===== config.mk =====
export PLATFORM = sky130hd
export DESIGN_NAME = pipe_stage_reg_flat
export DESIGN_NICKNAME = d
export VERILOG_FILES = /design/src/rtl/pipe_stage_reg_pkg.sv /design/src/rtl/pipe_stage_reg_if.sv /design/src/rtl/pipe_stage_reg_sat_counter.sv /design/src/rtl/pipe_stage_reg.sv /design/src/flat_wrapper.sv
export SDC_FILE = /design/constraint.sdc
export NUM_CORES = 1
export LEC_CHECK = 0
export CAP_MARGIN = 25
export CORE_AREA = 2 2 198 200
export CTS_BUF_LIST = sky130_fd_sc_hd__clkbuf_2
export DETAILED_ROUTE_END_ITERATION = 10
export DIE_AREA = 0 0 200 202
export SETUP_SLACK_MARGIN = 0.4
export SYNTH_ARGS = -nofsm -noshare
export SYNTH_HDL_FRONTEND = slang
export SYNTH_SLANG_ARGS = --single-unit
export TNS_END_PERCENT = 100

===== constraint.sdc =====
create_clock -name clk -period 4.9 [get_ports clk]
set_input_delay 0.98 -clock clk [delete_from_list [all_inputs] [get_ports clk]]
set_output_delay 0.98 -clock clk [all_outputs]
set_load 0.1 [all_outputs]

===== src/rtl/pipe_stage_reg_pkg.sv =====
// Shared pipeline constants: stall-vector polarity, stage indices,
// occupancy encodings, default datapath widths, and the per-cycle
// operation selected by a stage register.
package pipe_pkg;

  // Stall-vector bit polarity
  localparam logic STOP   = 1'b1;
  localparam logic NOSTOP = 1'b0;

  // Stage indices into the global stall vector
  localparam int IF  = 1;
  localparam int ID  = 2;
  localparam int EX  = 3;
  localparam int MEM = 4;
  localparam int WB  = 5;

  // Default datapath widths
  localparam int REG_W  = 32;
  localparam int HILO_W = 64;

  // Stage occupancy, exported as a status field
  typedef enum logic [1:0] {
    EMPTY = 2'b00,
    FULL  = 2'b01,
    HELD  = 2'b10
  } occ_t;

  // Operation a stage register performs in a given cycle (reset is handled separately)
  typedef enum logic [1:0] {
    OP_FLUSH,
    OP_BUBBLE,
    OP_ADVANCE,
    OP_HOLD
  } stage_op_t;

endpackage


===== src/rtl/pipe_stage_reg_if.sv =====
// Upstream/downstream bus of one pipeline stage register.
//   master : the side that drives upstream payload, stall, flush and state_i
//   slave  : the stage register itself, which drives the registered outputs
interface pipe_stage_reg_if #(
  parameter int DATA_W  = 160,
  parameter int STATE_W = 66,
  parameter int STALL_W = 6
);
  logic [DATA_W-1:0]  up_payload;
  logic               up_valid;
  logic [STALL_W-1:0] stall;
  logic               flush;
  logic [STATE_W-1:0] state_i;
  logic [DATA_W-1:0]  dn_payload;
  logic               dn_valid;
  logic [STATE_W-1:0] state_o;

  modport master (
    output up_payload, up_valid, stall, flush, state_i,
    input  dn_payload, dn_valid, state_o
  );

  modport slave (
    input  up_payload, up_valid, stall, flush, state_i,
    output dn_payload, dn_valid, state_o
  );
endinterface


===== src/rtl/pipe_stage_reg_sat_counter.sv =====
// Saturating up-counter used for the per-stage performance counters.
//   clk, rst : clock, synchronous active-high reset
//   clr      : synchronous clear; takes priority over inc
//   inc      : count one event this cycle
//   q        : count value; sticks at all-ones instead of wrapping
module sat_counter #(
  parameter int W = 16
) (
  input  logic         clk,
  input  logic         rst,
  input  logic         clr,
  input  logic         inc,
  output logic [W-1:0] q
);
  always_ff @(posedge clk) begin
    if (rst || clr)
      q <= '0;
    else if (inc && (q != {W{1'b1}}))
      q <= q + 1'b1;
  end
endmodule


===== src/rtl/pipe_stage_reg.sv =====
// Generic inter-stage pipeline register with valid bit, bubble insertion,
// multi-cycle-op state hold/feedback and saturating perf counters.
//   clk, rst   : clock, synchronous active-high reset
//   bus        : upstream payload/valid/state_i, stall vector, flush in;
//                registered dn_payload/dn_valid/state_o out
//   perf_clr   : clears all perf counters (wins over increments)
//   occ_state  : EMPTY / FULL / HELD
//   stall_cnt  : cycles spent in bubble or hold
//   bubble_cnt : bubbles inserted
//   flush_cnt  : flushes taken
module pipe_stage_reg
  import pipe_pkg::*;
#(
  parameter int              DATA_W     = 160,
  parameter int              STATE_W    = 66,
  parameter int              STALL_W    = 6,
  parameter int              STAGE_IDX  = 3,
  parameter logic [DATA_W-1:0] BUBBLE_VAL = {DATA_W{1'b0}},
  parameter int              CNT_W      = 16
) (
  input  logic             clk,
  input  logic             rst,
  pipe_stage_reg_if.slave  bus,
  input  logic             perf_clr,
  output logic [1:0]       occ_state,
  output logic [CNT_W-1:0] stall_cnt,
  output logic [CNT_W-1:0] bubble_cnt,
  output logic [CNT_W-1:0] flush_cnt
);

  logic [DATA_W-1:0]  r_payload, w_payload_nxt;
  logic               r_valid,   w_valid_nxt;
  logic [STATE_W-1:0] r_state,   w_state_nxt;
  occ_t               r_occ,     w_occ_nxt;
  stage_op_t          w_op;
  logic               w_s_in, w_s_out;

  assign w_s_in  = bus.stall[STAGE_IDX];
  assign w_s_out = bus.stall[STAGE_IDX+1];

  // Priority below reset: flush > bubble > advance > hold
  always_comb begin
    if (bus.flush)      w_op = OP_FLUSH;
    else if (!w_s_in)   w_op = OP_ADVANCE;
    else if (!w_s_out)  w_op = OP_BUBBLE;
    else                w_op = OP_HOLD;
  end

  always_comb begin
    w_payload_nxt = r_payload;
    w_valid_nxt   = r_valid;
    w_state_nxt   = r_state;
    w_occ_nxt     = r_occ;
    case (w_op)
      OP_FLUSH: begin
        // Clearing state_o aborts any multi-cycle op in progress
        w_payload_nxt = BUBBLE_VAL;
        w_valid_nxt   = 1'b0;
        w_state_nxt   = '0;
        w_occ_nxt     = EMPTY;
      end
      OP_BUBBLE: begin
        w_payload_nxt = BUBBLE_VAL;
        w_valid_nxt   = 1'b0;
        w_state_nxt   = bus.state_i;
        w_occ_nxt     = EMPTY;
      end
      OP_ADVANCE: begin
        // Instruction leaves the upstream stage: its op state is done
        w_payload_nxt = bus.up_payload;
        w_valid_nxt   = bus.up_valid;
        w_state_nxt   = '0;
        w_occ_nxt     = bus.up_valid ? FULL : EMPTY;
      end
      default: begin  // OP_HOLD
        w_state_nxt = bus.state_i;
        w_occ_nxt   = r_valid ? HELD : EMPTY;
      end
    endcase
  end

  always_ff @(posedge clk) begin
    if (rst) begin
      r_payload <= BUBBLE_VAL;
      r_valid   <= 1'b0;
      r_state   <= '0;
      r_occ     <= EMPTY;
    end else begin
      r_payload <= w_payload_nxt;
      r_valid   <= w_valid_nxt;
      r_state   <= w_state_nxt;
      r_occ     <= w_occ_nxt;
    end
  end

  assign bus.dn_payload = r_payload;
  assign bus.dn_valid   = r_valid;
  assign bus.state_o    = r_state;
  assign occ_state      = r_occ;

  logic w_inc_stall, w_inc_bubble, w_inc_flush;
  assign w_inc_stall  = (w_op == OP_BUBBLE) || (w_op == OP_HOLD);
  assign w_inc_bubble = (w_op == OP_BUBBLE);
  assign w_inc_flush  = (w_op == OP_FLUSH);

  sat_counter #(.W(CNT_W)) u_stall_cnt (
    .clk(clk), .rst(rst), .clr(perf_clr), .inc(w_inc_stall),  .q(stall_cnt)
  );
  sat_counter #(.W(CNT_W)) u_bubble_cnt (
    .clk(clk), .rst(rst), .clr(perf_clr), .inc(w_inc_bubble), .q(bubble_cnt)
  );
  sat_counter #(.W(CNT_W)) u_flush_cnt (
    .clk(clk), .rst(rst), .clr(perf_clr), .inc(w_inc_flush),  .q(flush_cnt)
  );

endmodule


===== src/flat_wrapper.sv =====
// flat-port wrapper written by rule: the top's interface ports become plain ports
module pipe_stage_reg_flat import pipe_pkg::*;
#(
  parameter int              DATA_W     = 160,
  parameter int              STATE_W    = 66,
  parameter int              STALL_W    = 6,
  parameter int              STAGE_IDX  = 3,
  parameter logic [DATA_W-1:0] BUBBLE_VAL = {DATA_W{1'b0}},
  parameter int              CNT_W      = 16
)
  (clk, rst, perf_clr, occ_state, stall_cnt, bubble_cnt, flush_cnt, bus_up_payload, bus_up_valid, bus_stall, bus_flush, bus_state_i, bus_dn_payload, bus_dn_valid, bus_state_o);
  pipe_stage_reg_if #(.DATA_W(DATA_W), .STATE_W(STATE_W), .STALL_W(STALL_W)) bus_i ();
  input  logic clk;
  input  logic rst;
  input  logic perf_clr;
  output logic [1:0] occ_state;
  output logic [CNT_W-1:0] stall_cnt;
  output logic [CNT_W-1:0] bubble_cnt;
  output logic [CNT_W-1:0] flush_cnt;
  input wire logic [$bits(bus_i.up_payload)-1:0] bus_up_payload;
  input wire logic [$bits(bus_i.up_valid)-1:0] bus_up_valid;
  input wire logic [$bits(bus_i.stall)-1:0] bus_stall;
  input wire logic [$bits(bus_i.flush)-1:0] bus_flush;
  input wire logic [$bits(bus_i.state_i)-1:0] bus_state_i;
  output wire logic [$bits(bus_i.dn_payload)-1:0] bus_dn_payload;
  output wire logic [$bits(bus_i.dn_valid)-1:0] bus_dn_valid;
  output wire logic [$bits(bus_i.state_o)-1:0] bus_state_o;
  assign bus_i.up_payload = bus_up_payload;
  assign bus_i.up_valid = bus_up_valid;
  assign bus_i.stall = bus_stall;
  assign bus_i.flush = bus_flush;
  assign bus_i.state_i = bus_state_i;
  assign bus_dn_payload = bus_i.dn_payload;
  assign bus_dn_valid = bus_i.dn_valid;
  assign bus_state_o = bus_i.state_o;
  pipe_stage_reg #(.DATA_W(DATA_W), .STATE_W(STATE_W), .STALL_W(STALL_W), .STAGE_IDX(STAGE_IDX), .BUBBLE_VAL(BUBBLE_VAL), .CNT_W(CNT_W)) u_core (.clk(clk), .rst(rst), .bus(bus_i), .perf_clr(perf_clr), .occ_state(occ_state), .stall_cnt(stall_cnt), .bubble_cnt(bubble_cnt), .flush_cnt(flush_cnt));
endmodule

Word level (Yosys, flattened, before mapping)
Cells that the tools add are included.
{ "totals": {"out_inout_bits": 277, "ff_bits": 277, "input_bits": 237} }
{ "op_classes": {"addsub": 3, "eq_ne": 6, "n_reduce_logical": 9, "mux": 8} }
{ "op_table": {"columns": ["operator", "count"], "rows": [
  ["case mux 160 bit (2 select lines)", 1],
  ["adder 16 x 1 -> 16 bit (second input constant)", 3],
  ["!= test 16 bit (second input constant)", 3],
  ["two-way mux 2 bit", 4],
  ["== test 2 bit (second input constant)", 2],
  ["case mux 2 bit (2 select lines)", 1],
  ["logical AND 1 bit", 3],
  ["OR reduction 3 bit", 1],
  ["== test 2 x 1 -> 1 bit (second input constant)", 1],
  ["logical NOT 2 bit", 1],
  ["logical OR 1 bit", 2],
  ["case mux 1 bit (2 select lines)", 1],
  ["nonzero test 2 bit", 1],
  ["OR reduction 2 bit", 1],
  ["two-way mux 1 bit", 1]
]} }

Logic depth before layout (Yosys ltp)
{ "logic_depth": {"depth_word": 6, "depth_mapped": 7} }

By module
A second synthesis with hierarchy kept.
{ "unflattened": {"cells_unflattened": 1149, "hier_area_um2": 10914.2} }
{ "modules_own_cells": {"columns": ["mod", "cells_per_inst", "area_per_inst_um2", "instances"], "rows": [
  ["pipe_stage_reg", 864, 8373.0, 1],
  ["sat_counter", 95, 847.1, 3]
]} }

Least setup slack after synthesis
Ideal clock, no wire load.
{ "synth_timing": {"kind": "register to register", "from": "register u_core.u_flush_cnt.q[0]", "to": "register u_core.u_flush_cnt.q[14]", "path_slack_ns": 2.364, "t_required_ns": 4.830, "path_stages_with_launch": 6, "t_arrival_ns": 2.465, "n_path_buf": 0, "synth_period_minus_slack_ns": 2.536, "cell_sequence": "dfxtp_1 -> ha_1 -> nand4_1 -> or3_1 -> or4_1 -> a21oi_1"} }
{ "synth_between": {"elab_chain_cells": 2, "elab_cells_between_ends": 3, "classes_between": "add/sub: 1; eq/ne: 1; reduce/logical: 1"} }
{ "synth_lines": {"columns": ["item", "line", "source"], "rows": [
  ["from (decl)", "pipe_stage_reg_sat_counter.sv:13", "output logic [W-1:0] q"],
  ["from (signal assigned)", "pipe_stage_reg_sat_counter.sv:19", "q <= q + 1'b1;"],
  ["branches (longest 2 deep; another with adder 16 x 1 -> 16 bit)", null, null]
]} }
Parallel ways; which one is timed is not known.
A chain may end at the register's enable or synchronous reset.

Worst setup path after layout
{ "layout_timing": {"from": "register u_core.u_stall_cnt.q[10]", "to": "output port stall_cnt[10]"} }
{ "layout_lines": {"columns": ["item", "line", "source"], "rows": [
  ["from (decl)", "pipe_stage_reg_sat_counter.sv:13", null],
  ["from (signal assigned)", "pipe_stage_reg_sat_counter.sv:19", null],
  ["to (decl)", "flat_wrapper.sv:17", "output logic [CNT_W-1:0] stall_cnt;"]
]} }
No word-level cell between the ends.

==> flow_summary.yaml <==
grt:
  grt_max_degree: 95
  track_usage_pct: 16.4
  overflow: 0
  grt_pass1_wl_mm: 51.6
  grt_pass1_vias: 9279
  grt_antenna_before_repair: 1
route:
  wirelength_met1_mm: 13.3
  totalWireLength_mm: 34.6
  vias: 9489
  routedWlPerCell_um: 16.6
  wl_met2_mm: 17.2
  drtIter0Drc: 535
  drc: 0
  wl_met3_mm: 3.27
  top_layer_used: "met4"
  drtPass1Iterations: 5
  postRouteAntennaNets: 0
  viasPerCell: 4.57
floorplanning:
  num_rows: 72
  dieHeight_um: 202
  ios: 514
  dieWidth_um: 200
  start_util_pct: 25.0
  coreArea_mm2: 0.0383
  die_area_mm2: 0.0404
worst_setup_path:
  crit_path_top_delay_cell: "clkdlybuf4s50_1"
  worstSetupEndpointType: "output pin"
  required_ps: 3920
  r2r-start: "u_core.u_flush_cnt.q[12]$_SDFFE_PP0P_"
  cp_cell_sequence: "clkdlybuf4s50_1"
  max_stage_delay_ps: 1220
  start_kind: "register"
  arrival_ps: 2580
  crit_type: "register to output pin"
  critPathTopFamily: "buffers and inverters"
  critPathMaxFanout: 8
  r2r_slack_ps: 2770
  r2r_cells: 5
  reg2reg_to: "u_core.u_flush_cnt.q[11]$_SDFFE_PP0P_"
  critical_path_buf_inv_count: 1
  cp-startpoint: "u_core.u_stall_cnt.q[10]$_SDFFE_PP0P_"
hold_path:
  hold_class: "register to register"
  hold_depth: 2
  min_from: "u_core.u_bubble_cnt.q[8]$_SDFFE_PP0P_"
  holdPathEnd: "u_core.u_bubble_cnt.q[10]$_SDFFE_PP0P_"
timing:
  slew_violations: 0
  fmax_ghz: 0.281
  timing.hold.ws_ps: 495
  rsz0062_at_grt: "no"
  post-route-period-util_pct: 72.7
  relSlewSlack_pct: 29.5
  hold_viol: 0
  finalSetupViolations: 0
  tightest_slew_ps: 1050
  finalSetupTns_ps: 0
  fin_crit_ps: 3560
  clock_skew_ps: 62.0
place:
  portBuffers: 509
  gp_congestion: 0.829
  hpwlAfterDp_mm: 24.5
  placed_area_mm2: 0.0152
clock_tree:
  clk_latency_ps: 900
  cts_made_buffers: 76
  ctsHoldBuffers: 0
  cts_tree: "done"
  clk_pin_slew_ps: 100
  clk_path_buf_depth: 3
  cts.sinks: 277
  post_cts_resized: 0
  htree_levels: 3
  cts_setup_buffers: 0
  cts-root-buf: "clkbuf_2"
power:
  irDropWorstVdd_uv: 171
  power.net_switching_w: 0.00158
  power_density_mw_per_mm2: 307
  p_clk_share_pct: 34.4
  p_comb_share_pct: 17.9
  pwr-share-seq_pct: 47.7
  internal_power_w: 0.00331
  p_leak_nw: 5.76
  switching_share_pct: 32.3
final_layout:
  final_cell_mix: "clkdlybuf4s50_1, dfxtp_1, nor2_1"
  num-fill-cells: 3849
  finalNetCount: 1744
  final_common_cell: "clkdlybuf4s50_1"
  drive_gt1_share_pct: 9.06
  area_growth_pct: 66.0
  finalInstanceArea_mm2: 0.0159
logic_synthesis:
  synth.ff_latch_count: 277
  synth-seq-area-share_pct: 57.9
  synth_top_area_cell: "dfxtp_1"
  synthArstFlopShare_pct: 0
  synth_cell_types: 50
  netlist_area_mm2: 0.00958
  syn_area_per_cell_um2: 9.81
  synth_top_area_share_pct: 57.9
  synth_area_leaders: "dfxtp_1, a22oi_1, nor2_1"
  synth_nets: 1217
  yosys_most_used_dff: "dfxtp_1"
  synth-edff-count: 0
  netlist_instances: 977
  yosysWarnings: 0
flow_run:
  maxCapViolations: 0
outcome:
  outcome: "finished clean"
area by class of cell:
type                            count  area, um^2  share of cell area, %
Antenna cell                        2        5.00                 0.0315
Inverter                            4        15.0                 0.0944
Tap cell                          518         648                   4.07
Timing Repair Buffer              520        5250                   33.0
Clock inverter                     23         153                  0.960
Clock buffer                      108         541                   3.40
Sequential cell                   277        5550                   34.9
Multi-Input combinational cell    625        3750                   23.6
metal layers:
layer / track usage, % / up-vias
met4: 6.88 / 0
met5: 0 / -
met1: 17.7 / 4470
li1: - / 4607
met2: 28.3 / 360
met3: 6.56 / 52
cell families (layout without fill, tap and decap cells):
kind of cell,after synthesis,count (layout),synth area share [%]
simple gates,370,370,19.3
flops,277,277,57.9
compound gates,243,243,18.3
buf+inv,75,655,3.22
mux,7,7,0.731
fa+ha+maj,3,3,0.392
xor+xnor,2,2,0.183
other cells,0,2,0
cells in the mapped netlist, types with 2 or more instances:
master / count
clkbuf_1: 48
o21ai_0: 17
nand3b_1: 2
nand4_1: 14
nand2_1: 26
o311ai_0: 4
o41ai_1: 4
nor4_1: 6
and4_1: 7
inv_1: 4
o31ai_1: 8
a211oi_1: 3
a22oi_1: 160
ha_1: 3
or2_2: 5
and2_1: 71
nor3_1: 8
o211ai_1: 2
buf_2: 22
a41oi_1: 2
or4_1: 6
nand3_1: 14
xor2_1: 2
or3_1: 23
nand2b_1: 2
and3_1: 7
a41o_1: 2
nor2_1: 172
mux2i_1: 7
a31oi_1: 5
dfxtp_1: 277
a21oi_1: 26
registers in the layout, summed over array words and instances, names as in the netlist:
name,cells
u_core.bus.dn_payload,160
u_core.bus.dn_valid,1
u_core.bus.state_o,66
u_core.occ_state,2
u_core.u_bubble_cnt.q,16
u_core.u_flush_cnt.q,16
u_core.u_stall_cnt.q,16
how the worst max path moves through the flow:
| stage | endpoint | cells after the start | slack [ps] |
|---|---|---|---|
| CTS | stall_cnt[10] | 1 | 1150 |
| floorplan | u_core.u_flush_cnt.q[14]$_SDFFE_PP0P_ | 5 | 2360 |
| global route | stall_cnt[10] | 1 | 1180 |
| finish | stall_cnt[10] | 1 | 1340 |
| global placement | u_core.bus.dn_payload[93]$_SDFFE_PP0P_ | 6 | 1420 |
| detailed placement | u_core.bus.dn_payload[153]$_SDFFE_PP0P_ | 6 | 1350 |
power groups by stage:
stage               Sequential, W  Combinational (W)  Clock [W]
global placement          0.00238           0.000872          0
detailed placement        0.00238           0.000878          0
floorplan                 0.00278           0.000136          0
CTS                       0.00233           0.000881    0.00178
global route              0.00234           0.000911    0.00189
finish                    0.00233           0.000874    0.00168
per-stage QoR:
step	instances	setup slack [ps]	power [W]	utilization, %
2_1_floorplan	977	2360	0.00291	-
3_3_place_gp	1942	1420	0.00325	39.6
3_5_place_dp	1944	1350	0.00326	39.7
4_1_cts	2075	1150	0.00499	41.5
5_1_grt	2077	1180	0.00514	41.5
6_report	2077	1340	0.00489	41.5
No activity file was read; power rests on OpenSTA's default activity.
